<file path="config.mk">
export PLATFORM = sky130hd
export DESIGN_NAME = eth_gmii_phy_rx
export DESIGN_NICKNAME = d
export VERILOG_FILES = /design/src/rtl/eth_gmii_pkg.sv /design/src/rtl/eth_crc32_d8.sv /design/src/rtl/eth_gmii_phy_rx.sv
export SDC_FILE = /design/constraint.sdc
export NUM_CORES = 1
export LEC_CHECK = 0
export ABC_CLOCK_PERIOD_IN_PS = 2400
export BUFFER_PORTS_ARGS = -buffer_cell sky130_fd_sc_hd__buf_2
export CAP_MARGIN = 20
export CORE_MARGIN = 4
export CORE_UTILIZATION = 40
export DETAILED_ROUTE_END_ITERATION = 8
export SYNTH_ARGS = -nofsm -noshare
export SYNTH_HDL_FRONTEND = slang
export SYNTH_HIERARCHICAL = 1
export SYNTH_SLANG_ARGS = --single-unit
</file>
<file path="constraint.sdc">
create_clock -name clock125 -period 2.4 [get_ports clock125]
set_input_delay 0.6 -clock clock125 [delete_from_list [all_inputs] [get_ports clock125]]
set_output_delay 0.6 -clock clock125 [all_outputs]
set_load 0.005 [all_outputs]
</file>
<file path="src/rtl/eth_gmii_pkg.sv">
// Shared definitions for the GMII receive path.
// Holds the receive state encoding, the framing byte values, the CRC-32
// constants and a saturating-counter helper used by eth_gmii_phy_rx.
package eth_gmii_pkg;

  typedef enum logic [1:0] {
    ST_DROP     = 2'd0,
    ST_IDLE     = 2'd1,
    ST_PREAMBLE = 2'd2,
    ST_DATA     = 2'd3
  } rx_state_e;

  localparam logic [7:0]  PREAMBLE_BYTE = 8'h55;
  localparam logic [7:0]  SFD_BYTE      = 8'hD5;

  localparam logic [31:0] CRC_INIT      = 32'hFFFF_FFFF;
  // Register value left after running a frame plus its own correct FCS
  // through the CRC without the final inversion.
  localparam logic [31:0] CRC_RESIDUE   = 32'hDEBB_20E3;
  // 0x04C11DB7 bit-reversed, for the LSB-first (reflected) update.
  localparam logic [31:0] CRC_POLY_REFL = 32'hEDB8_8320;

  // The four FCS bytes plus the byte waiting to be known as "last".
  localparam int          DELAY_DEPTH   = 5;
  localparam logic [10:0] LEN_SAT       = 11'd2047;
  localparam logic [15:0] CNT_SAT       = 16'hFFFF;

  function automatic logic [15:0] sat_inc(input logic [15:0] value, input logic en);
    return (en && value != CNT_SAT) ? value + 16'd1 : value;
  endfunction

endpackage

</file>
<file path="src/rtl/eth_crc32_d8.sv">
// One-byte step of the reflected Ethernet CRC-32, purely combinational.
// Ports:
//   crc_in  - current CRC register
//   data    - byte entering the CRC, LSB first on the wire
//   crc_out - CRC register after absorbing the byte (no final inversion)
module eth_crc32_d8
  import eth_gmii_pkg::*;
(
  input  logic [31:0] crc_in,
  input  logic [7:0]  data,
  output logic [31:0] crc_out
);

  logic [31:0] crc_work;

  always_comb begin
    crc_work = crc_in ^ {24'h0, data};
    for (int i = 0; i < 8; i++) begin
      crc_work = crc_work[0] ? ((crc_work >> 1) ^ CRC_POLY_REFL) : (crc_work >> 1);
    end
    crc_out = crc_work;
  end

endmodule

</file>
<file path="src/rtl/eth_gmii_phy_rx.sv">
// GMII receive side: turns a MAC-driven GMII byte stream into an AXI-Stream
// of payload bytes with the FCS stripped and a bad-frame flag on the last byte.
// The last four bytes of a frame are only known to be FCS once tx_en drops, so
// every byte sits in a 5-deep delay line before it may be emitted.
// Ports:
//   clock125, reset_n             - 125 MHz clock, async active-low reset
//   gmii_txd/tx_en/tx_er          - GMII byte, enable and error from the MAC
//   rx_axis_tdata/tvalid/tready   - payload stream (single output register)
//   rx_axis_tlast/tuser           - end of frame / frame bad (valid with tlast)
//   frames_good/bad/dropped       - saturating 16-bit event counters
module eth_gmii_phy_rx
  import eth_gmii_pkg::*;
#(
  parameter int MIN_FRAME_LENGTH = 64,
  parameter int MAX_FRAME_LENGTH = 1522
) (
  input  logic        clock125,
  input  logic        reset_n,
  input  logic [7:0]  gmii_txd,
  input  logic        gmii_tx_en,
  input  logic        gmii_tx_er,
  output logic [7:0]  rx_axis_tdata,
  output logic        rx_axis_tvalid,
  input  logic        rx_axis_tready,
  output logic        rx_axis_tlast,
  output logic        rx_axis_tuser,
  output logic [15:0] frames_good,
  output logic [15:0] frames_bad,
  output logic [15:0] frames_dropped
);

  localparam logic [10:0] MIN_LEN = 11'(MIN_FRAME_LENGTH);
  localparam logic [10:0] MAX_LEN = 11'(MAX_FRAME_LENGTH);

  rx_state_e                     state_q, state_d;
  logic [2:0]                    pre_cnt_q, pre_cnt_d;
  logic [31:0]                   crc_q, crc_d, crc_next;
  logic [10:0]                   len_q, len_d;
  logic                          err_q, err_d;
  logic [DELAY_DEPTH-1:0][7:0]   line_q, line_d;   // [0] newest, [DELAY_DEPTH-1] oldest
  logic [7:0]                    out_data_q, out_data_d;
  logic                          out_valid_q, out_valid_d;
  logic                          out_last_q, out_last_d;
  logic                          out_user_q, out_user_d;
  logic [15:0]                   frames_good_q, frames_good_d;
  logic [15:0]                   frames_bad_q, frames_bad_d;
  logic [15:0]                   frames_dropped_q, frames_dropped_d;

  logic inc_good, inc_bad, inc_drop;
  logic load, load_last, load_user;
  logic out_free, line_full, frame_bad;

  eth_crc32_d8 u_crc (
    .crc_in  (crc_q),
    .data    (gmii_txd),
    .crc_out (crc_next)
  );

  always_comb begin
    // NOTE: every signal gets a default before the case so no path leaves one
    // unassigned; that is what keeps this block free of inferred latches.
    state_d     = state_q;
    pre_cnt_d   = pre_cnt_q;
    crc_d       = crc_q;
    len_d       = len_q;
    err_d       = err_q;
    line_d      = line_q;
    out_data_d  = out_data_q;
    out_valid_d = out_valid_q;
    out_last_d  = out_last_q;
    out_user_d  = out_user_q;
    inc_good    = 1'b0;
    inc_bad     = 1'b0;
    inc_drop    = 1'b0;
    load        = 1'b0;
    load_last   = 1'b0;
    load_user   = 1'b0;

    // The output register can take a new byte if empty or being drained now.
    out_free  = !out_valid_q || rx_axis_tready;
    if (out_valid_q && rx_axis_tready) out_valid_d = 1'b0;

    line_full = (len_q >= 11'(DELAY_DEPTH));
    frame_bad = err_q || (crc_q != CRC_RESIDUE) || (len_q < MIN_LEN) || (len_q > MAX_LEN);

    case (state_q)
      ST_DROP: begin
        if (!gmii_tx_en) state_d = ST_IDLE;
      end
      ST_IDLE: begin
        if (gmii_tx_en) begin
          if (gmii_txd == PREAMBLE_BYTE) begin
            state_d   = ST_PREAMBLE;
            pre_cnt_d = 3'd1;
          end else begin
            state_d  = ST_DROP;
            inc_drop = 1'b1;
          end
        end
      end
      ST_PREAMBLE: begin
        if (!gmii_tx_en) begin
          state_d  = ST_IDLE;
          inc_drop = 1'b1;
        end else if (gmii_txd == PREAMBLE_BYTE) begin
          // Seven preamble bytes is the legal maximum; an eighth is garbage.
          if (pre_cnt_q == 3'd7) begin
            state_d  = ST_DROP;
            inc_drop = 1'b1;
          end else begin
            pre_cnt_d = pre_cnt_q + 3'd1;
          end
        end else if (gmii_txd == SFD_BYTE) begin
          state_d = ST_DATA;
          crc_d   = CRC_INIT;
          len_d   = 11'd0;
          err_d   = 1'b0;
        end else begin
          state_d  = ST_DROP;
          inc_drop = 1'b1;
        end
      end
      ST_DATA: begin
        if (gmii_tx_en) begin
          line_d = {line_q[DELAY_DEPTH-2:0], gmii_txd};
          crc_d  = crc_next;
          len_d  = (len_q == LEN_SAT) ? len_q : len_q + 11'd1;
          if (gmii_tx_er) err_d = 1'b1;
          if (line_full) load = 1'b1;
        end else begin
          state_d = ST_IDLE;
          if (!line_full) begin
            inc_drop = 1'b1;
          end else begin
            load      = 1'b1;
            load_last = 1'b1;
            load_user = frame_bad;
          end
        end
      end
      default: state_d = ST_DROP;
    endcase

    if (load) begin
      if (out_free) begin
        out_data_d  = line_q[DELAY_DEPTH-1];
        out_valid_d = 1'b1;
        out_last_d  = load_last;
        out_user_d  = load_user;
        inc_good    = load_last && !load_user;
        inc_bad     = load_last && load_user;
      end else begin
        // Overflow: the stalled byte becomes the truncated end of a bad frame
        // and the rest of the frame is discarded.
        out_last_d = 1'b1;
        out_user_d = 1'b1;
        inc_bad    = 1'b1;
        state_d    = ST_DROP;
      end
    end

    frames_good_d    = sat_inc(frames_good_q, inc_good);
    frames_bad_d     = sat_inc(frames_bad_q, inc_bad);
    frames_dropped_d = sat_inc(frames_dropped_q, inc_drop);
  end

  // NOTE: the delay line is plain flops and takes the reset like everything
  // else, so no byte from before a reset can ever reach the output.
  always_ff @(posedge clock125 or negedge reset_n) begin
    if (!reset_n) begin
      state_q          <= ST_DROP;
      pre_cnt_q        <= 3'd0;
      crc_q            <= CRC_INIT;
      len_q            <= 11'd0;
      err_q            <= 1'b0;
      line_q           <= '0;
      out_data_q       <= 8'h00;
      out_valid_q      <= 1'b0;
      out_last_q       <= 1'b0;
      out_user_q       <= 1'b0;
      frames_good_q    <= 16'h0000;
      frames_bad_q     <= 16'h0000;
      frames_dropped_q <= 16'h0000;
    end else begin
      // NOTE: non-blocking assignments here so every flop samples the values
      // computed from the previous state, independent of statement order.
      state_q          <= state_d;
      pre_cnt_q        <= pre_cnt_d;
      crc_q            <= crc_d;
      len_q            <= len_d;
      err_q            <= err_d;
      line_q           <= line_d;
      out_data_q       <= out_data_d;
      out_valid_q      <= out_valid_d;
      out_last_q       <= out_last_d;
      out_user_q       <= out_user_d;
      frames_good_q    <= frames_good_d;
      frames_bad_q     <= frames_bad_d;
      frames_dropped_q <= frames_dropped_d;
    end
  end

  assign rx_axis_tdata  = out_data_q;
  assign rx_axis_tvalid = out_valid_q;
  assign rx_axis_tlast  = out_last_q;
  assign rx_axis_tuser  = out_user_q;
  assign frames_good    = frames_good_q;
  assign frames_bad     = frames_bad_q;
  assign frames_dropped = frames_dropped_q;

endmodule

</file>
# [Word-level counts from Yosys, hierarchy flattened]
# Cells that the tools add are included.
[word_totals] ff_bits=148 in_bits=13 elab_cells=143
[classes] addsub=5 n_lt_le_gt_ge=3 eq_ne=21 muxes=66 bitwise_logic=9 reduce_logical=22
[op_table] cell="2-to-1 mux 32 bit" n=12
[op_table] cell="NOT 13 -> 14 bit" n=8
[op_table] cell="case mux 32 bit (2 select lines)" n=1
[op_table] cell="2-to-1 mux 11 bit" n=5
[op_table] cell="adder 16 x 1 -> 16 bit, second input constant" n=3
[op_table] cell="inequality test 16 bit, second input constant" n=3
[op_table] cell="inequality test 32 bit, second input constant" n=1
[op_table] cell="bitwise XOR 32 x 8 -> 32 bit" n=1
[op_table] cell="2-to-1 mux 1 bit" n=29
[op_table] cell="case mux 11 bit (2 select lines)" n=1
[op_table] cell="inequality test 2 bit, second input constant" n=10
[op_table] cell="2-to-1 mux 2 bit" n=9
[op_table] cell="AND reduction 6 bit" n=3
[op_table] cell="2-to-1 mux 3 bit" n=5
[op_table] cell="adder 11 x 1 -> 11 bit, second input constant" n=1
[op_table] cell="equality test 11 bit, second input constant" n=1
[op_table] cell="greater-or-equal comparator 11 x 3 -> 1 bit, second input constant" n=1
[op_table] cell="> comparator 11 bit, second input constant" n=1
[op_table] cell="less-than comparator 11 x 7 -> 1 bit, second input constant" n=1
[op_table] cell="equality test 8 x 7 -> 1 bit, second input constant" n=1
[op_table] cell="equality test 8 bit, second input constant" n=1
[op_table] cell="logical AND 1 bit" n=6
[op_table] cell="case mux 2 bit (3 select lines)" n=1
[op_table] cell="case mux 3 bit (2 select lines)" n=1
[op_table] cell="13 further kinds" n=20

# [Depth between registers and ports, before layout]
[logic_depth] ltp_word=19 depth_mapped=9

# [Hierarchy]
# The synthesis kept the hierarchy.
[by_module_without_submodules] mod="eth_gmii_phy_rx" n_inst=1 cells_each=538 area_each_um2=6618.8 seq_area_each_um2=3743.6
[by_module_without_submodules] mod="eth_crc32_d8" n_inst=1 cells_each=67 area_each_um2=924.6 seq_area_each_um2=0.0

# [Least setup slack after synthesis]
# Ideal clock, no wire load.
[synth_path] kind="in2reg" startpoint="input gmii_txd[5]" endpoint="register frames_dropped_q[1] (netlist: frames_dropped[1])" arrival_time_ps=2040 required_time_ps=2275 slack_ps=235 stages=5 cell_sequence="and4b_2 nand3b_2 a222oi_1 nor2_2 mux2_4"
[synth_via] elab_chain_len=6 word_cells_on_any_way=9 classes_between="eq/ne (2); mux (6); reduce/logical (1)"
[synth_rtl] element="from (decl)" line_no="eth_gmii_phy_rx.sv:19" text="input logic [7:0] gmii_txd,"
[synth_rtl] element="equality test 8 bit" line_no="eth_gmii_phy_rx.sv:113" text="end else if (gmii_txd == SFD_BYTE) begin"
[synth_rtl] element="2-to-1 mux 1 bit" line_no="eth_gmii_phy_rx.sv:113"
[synth_rtl] element="2-to-1 mux 1 bit" line_no="eth_gmii_phy_rx.sv:105" text="end else if (gmii_txd == PREAMBLE_BYTE) begin"
[synth_rtl] element="2-to-1 mux 1 bit" line_no="eth_gmii_phy_rx.sv:102" text="if (!gmii_tx_en) begin"
[synth_rtl] element="case mux 1 bit (3 select lines) *" line_no="eth_gmii_phy_rx.sv:86" text="case (state_q)"
[synth_rtl] element="logical AND 1 bit *" line_no="eth_gmii_pkg.sv:29" text="return (en && value != CNT_SAT) ? value + 16'd1 : value;"
[synth_rtl] element="to (signal assigned)" line_no="eth_gmii_phy_rx.sv:199" text="frames_dropped_q <= frames_dropped_d;"
[synth_rtl] element="to (decl)" line_no="eth_gmii_phy_rx.sv:47" text="logic [15:0] frames_dropped_q, frames_dropped_d;"
# Every way passes the cells marked *; elsewhere a longest branch is shown, timed or not.
# A chain may end at the register's enable or synchronous reset.

# [Final worst setup path]
[layout_path] startpoint="register crc_q[21]" endpoint="register frames_bad_q[1] (netlist: frames_bad[1])"
[layout_via] elab_chain_len=11
[layout_rtl] element="from (decl)" line_no="eth_gmii_phy_rx.sv:37" text="logic [31:0] crc_q, crc_d, crc_next;"
[layout_rtl] element="from (signal assigned)" line_no="eth_gmii_phy_rx.sv:189" text="crc_q <= crc_d;"
[layout_rtl] element="inequality test 32 bit" line_no="eth_gmii_phy_rx.sv:84" text="frame_bad = err_q || (crc_q != CRC_RESIDUE) || (len_q < MIN_LEN) || (len_q > MAX_LEN);"
[layout_rtl] element="logical OR 1 bit (3 in a row)" line_no="eth_gmii_phy_rx.sv:84"
[layout_rtl] element="2-to-1 mux 1 bit" line_no="eth_gmii_phy_rx.sv:132" text="if (!line_full) begin"
[layout_rtl] element="2-to-1 mux 1 bit" line_no="eth_gmii_phy_rx.sv:124" text="if (gmii_tx_en) begin"
[layout_rtl] element="2-to-1 mux 1 bit" line_no="eth_gmii_phy_rx.sv:86"
[layout_rtl] element="logical AND 1 bit" line_no="eth_gmii_phy_rx.sv:151" text="inc_bad = load_last && load_user;"
[layout_rtl] element="2-to-1 mux 1 bit" line_no="eth_gmii_phy_rx.sv:145" text="if (out_free) begin"
[layout_rtl] element="2-to-1 mux 1 bit" line_no="eth_gmii_phy_rx.sv:144" text="if (load) begin"
[layout_rtl] element="logical AND 1 bit" line_no="eth_gmii_pkg.sv:29"
[layout_rtl] element="to (signal assigned)" line_no="eth_gmii_phy_rx.sv:198" text="frames_bad_q <= frames_bad_d;"
[layout_rtl] element="to (decl)" line_no="eth_gmii_phy_rx.sv:46" text="logic [15:0] frames_bad_q, frames_bad_d;"
# No other way between the ends.

==> run metrics <==
result of the run finished clean; total of buffers placed on input and output ports 71; Max-Cap Viols 0; TritonCTS clock tree yes; All-Layer GR Usage 0.1537; RSZ-0062 raised after global routing false; synthesis-to-layout area growth 19.22%; max-slew violation count 0; fraction of the mapped netlist area in adder cells 0.01825; peak supply drop 0.0005865 V; placed inst area 8412 um2; setup-violating endpoint count in the final report 0; Worst Skew 7.759 ps; final global-route overflow total 0; netlist area before placement 7543 um2; area fraction of the dominant cell type after synthesis 0.3848; Seq/Total Area, Yosys 0.4963; post-DR vias/cell 5.172; average footprint of a synthesized cell 12.47 um2; maximum number of pins on one net before global-route repair 52; Detailed Route Iter0 Violations 318; Clock transition at path regs 60 ps; placed cell count 921; Fin Setup TNS 0 ps; share of layout cells above drive strength 1 0.3481; number of antenna violations at the first check in global routing 0; slowest CP cell dfstp_2; main combinational cell family by area after synthesis XOR/XNOR gates; 1st-pass router iterations 4; endpoint type of the worst setup path register; routability-driven placement congestion ratio 0.8321; Buffers & Inverters on Critical Path 0; fraction of the mapped netlist area in simple logic gates 0.1480; Worst path top cell family by delay simple AND/OR/NAND/NOR gates; chain of cells forming the critical path nand2_1 > or4_4 > nor3_1 > a21oi_4 > nand2_1 > mux2_1; fraction of synthesis flops using an asynchronous set or reset pin 1.000; Cell Count, Final, Fillers Out 954; utilization after layout 0.4923; worst-margin pin slew 503.0 ps; final hold violations 0; xor/xnor share of the synthesized area 0.1778; Gate Count Post-Synth 605; wire length of the first global-routing pass 26480 um; Distinct cells, synth 66; CP most frequent cell nand2_1; cell type with the highest aggregate area in the netlist dfrtp_1; Worst Path Arrival 2570 ps; critical path class register to register; Final nets 735; number of cells on the critical path 6; EDFF count, synth 0; IO Count 72; number of flip-flops and latches in the synthesized netlist 148; Clock Root Buffer clkbuf_16; wire length per cell 16.27 um; top cells by area in the synthesized netlist dfrtp_1 38%, dfstp_2 11%, xnor2_1 7.3%; Top FF cell, synth dfrtp_1; peak per-stage delay on the critical path 570 ps; Chip Width 145.3 um; post-route clock period utilization 0.9452; core area 18270 um2; deepest clock path buffer count 2; clock latency reported for the late side of the worst-skew pair 420 ps; row count 49; data required time at the worst endpoint 2700 ps; clock tree sinks 148; R2R Setup Slk 130 ps; DRC Markers 0; number of buffers inserted for hold repair after clock tree synthesis 0; number of cells on the worst reg-to-reg path 6; Max Freq 440.8 MHz; standby leakage power 4.265 nW; minimum hold slack 133.2 ps; total half-perimeter wirelength after legalization and detailed placement 11270 um; Worst Hold Class input port to async pin; wire length after detailed routing 15520 um; via count 4934; die area 21120 um2; final cell area excluding filler cells 8994 um2; synthesized netlist net count 629; mux cell area share after synthesis 0.07812; relative slew slack 0.6646; total CTS buffers 17; warning count from the yosys run 6; vertical extent of the die 145.3 um; number of global-route vias before repair 5161; crit path max fanout 5; clock period minus final worst setup slack 2268 ps; Max H-tree Level 4; compound-cell area share of the yosys netlist 0.06535; CP Launch Type register; Initial Utilization 0.4129; Pwr per Cell Area 1231 nW/um2; DRT antenna net count 0
## worst paths after layout
| check | startpoint | to |
|---|---|---|
| hold / removal | reset_n | line_q[38] |
| setup reg to reg | crc_q[21] | frames_bad[1] |
| min in group clock125 | gmii_tx_er | err_q |
| hold reg to reg | frames_good[9] | frames_good[9] |
| setup / recovery | crc_q[21] | frames_bad[1] |
| max in group asynchronous | reset_n | crc_q[13] |
## what timing repair did
item / CTS / global route
gates resized for setup: 0 / 1
setup buffers: 0 / 0
endpoints found under the setup margin: 0 / 5
## flip-flops by register name (all words and copies together), names as in the netlist, 2 cells and up
signal	count
len_q	11
state_q	2
frames_dropped	16
frames_bad	16
rx_axis_tdata	8
line_q	40
crc_q	32
frames_good	16
pre_cnt_q	3
## routing by layer
metal,GRT usage,wire length [um]
met3,0.03586,460
met1,0.1977,7123
met4,0.04748,225
met2,0.2592,7710
met5,0,0
## through the flow
stage	setup slack [ps]	power (mW)
finish	131.6	11.07
global route	15.12	11.69
CTS	95.74	11.18
detailed placement	34.27	8.538
global placement	57.06	8.438
floorplan	235.0	7.369
## cell type report
type	count	area (um2)
timing repair buffer	103	651.9
multi-input combinational	428	3687
fill	1632	9276
clock buffer	17	425.4
tap	229	286.5
antenna	1	2.502
inverter	13	48.80
clock inverter	15	147.6
sequential	148	3744
## cell usage after synthesis (all sizes together) (5+ instances only)
master,number
dfrtp,116
xnor2,71
mux2,52
nand2,37
nand3,33
dfstp,32
o22a,32
nor2,28
nand4,26
xor2,26
and3,13
inv,13
xnor3,12
ha,11
o21ai,11
buf,10
a21oi,9
nor4,8
and2,7
nand2b,7
clkbuf,6
nor3,5
xor3,5
## layout by cell type (no fill, tap or decap), types with 5 or more instances in the layout
master,Yosys,layout
nand3_1,32,32
xnor3_1,10,10
buf_2,5,70
xnor2_1,63,63
inv_6,0,5
dfrtp_1,116,116
o21ai_0,11,11
dfstp_2,32,32
and2_1,6,6
nand2b_1,7,7
mux2_2,48,48
nand4_1,25,25
and3_1,13,13
inv_1,13,13
buf_4,0,28
o22a_1,31,31
xor2_1,24,24
xor3_1,5,5
a21oi_1,8,8
nor2_1,26,26
ha_1,11,11
nand2_1,37,37
xnor2_2,6,6
clkbuf_16,0,17
## power by group
part,switching [mW],internal [mW],total (mW)
Clock,1.13,1.46,2.59
Combinational,1.82,2.88,4.70
Sequential,0.521,3.27,3.79
## logic make-up after synthesis
kind of cell,Yosys count
AND/OR/NAND/NOR,187
AO/OA/AOI/OAI,64
buffers and inverters,29
adder cells (fa/ha/maj),11
XOR/XNOR,114
flip-flops,148
multiplexers,52
Note: power is estimated with default switching activity, not from simulation.
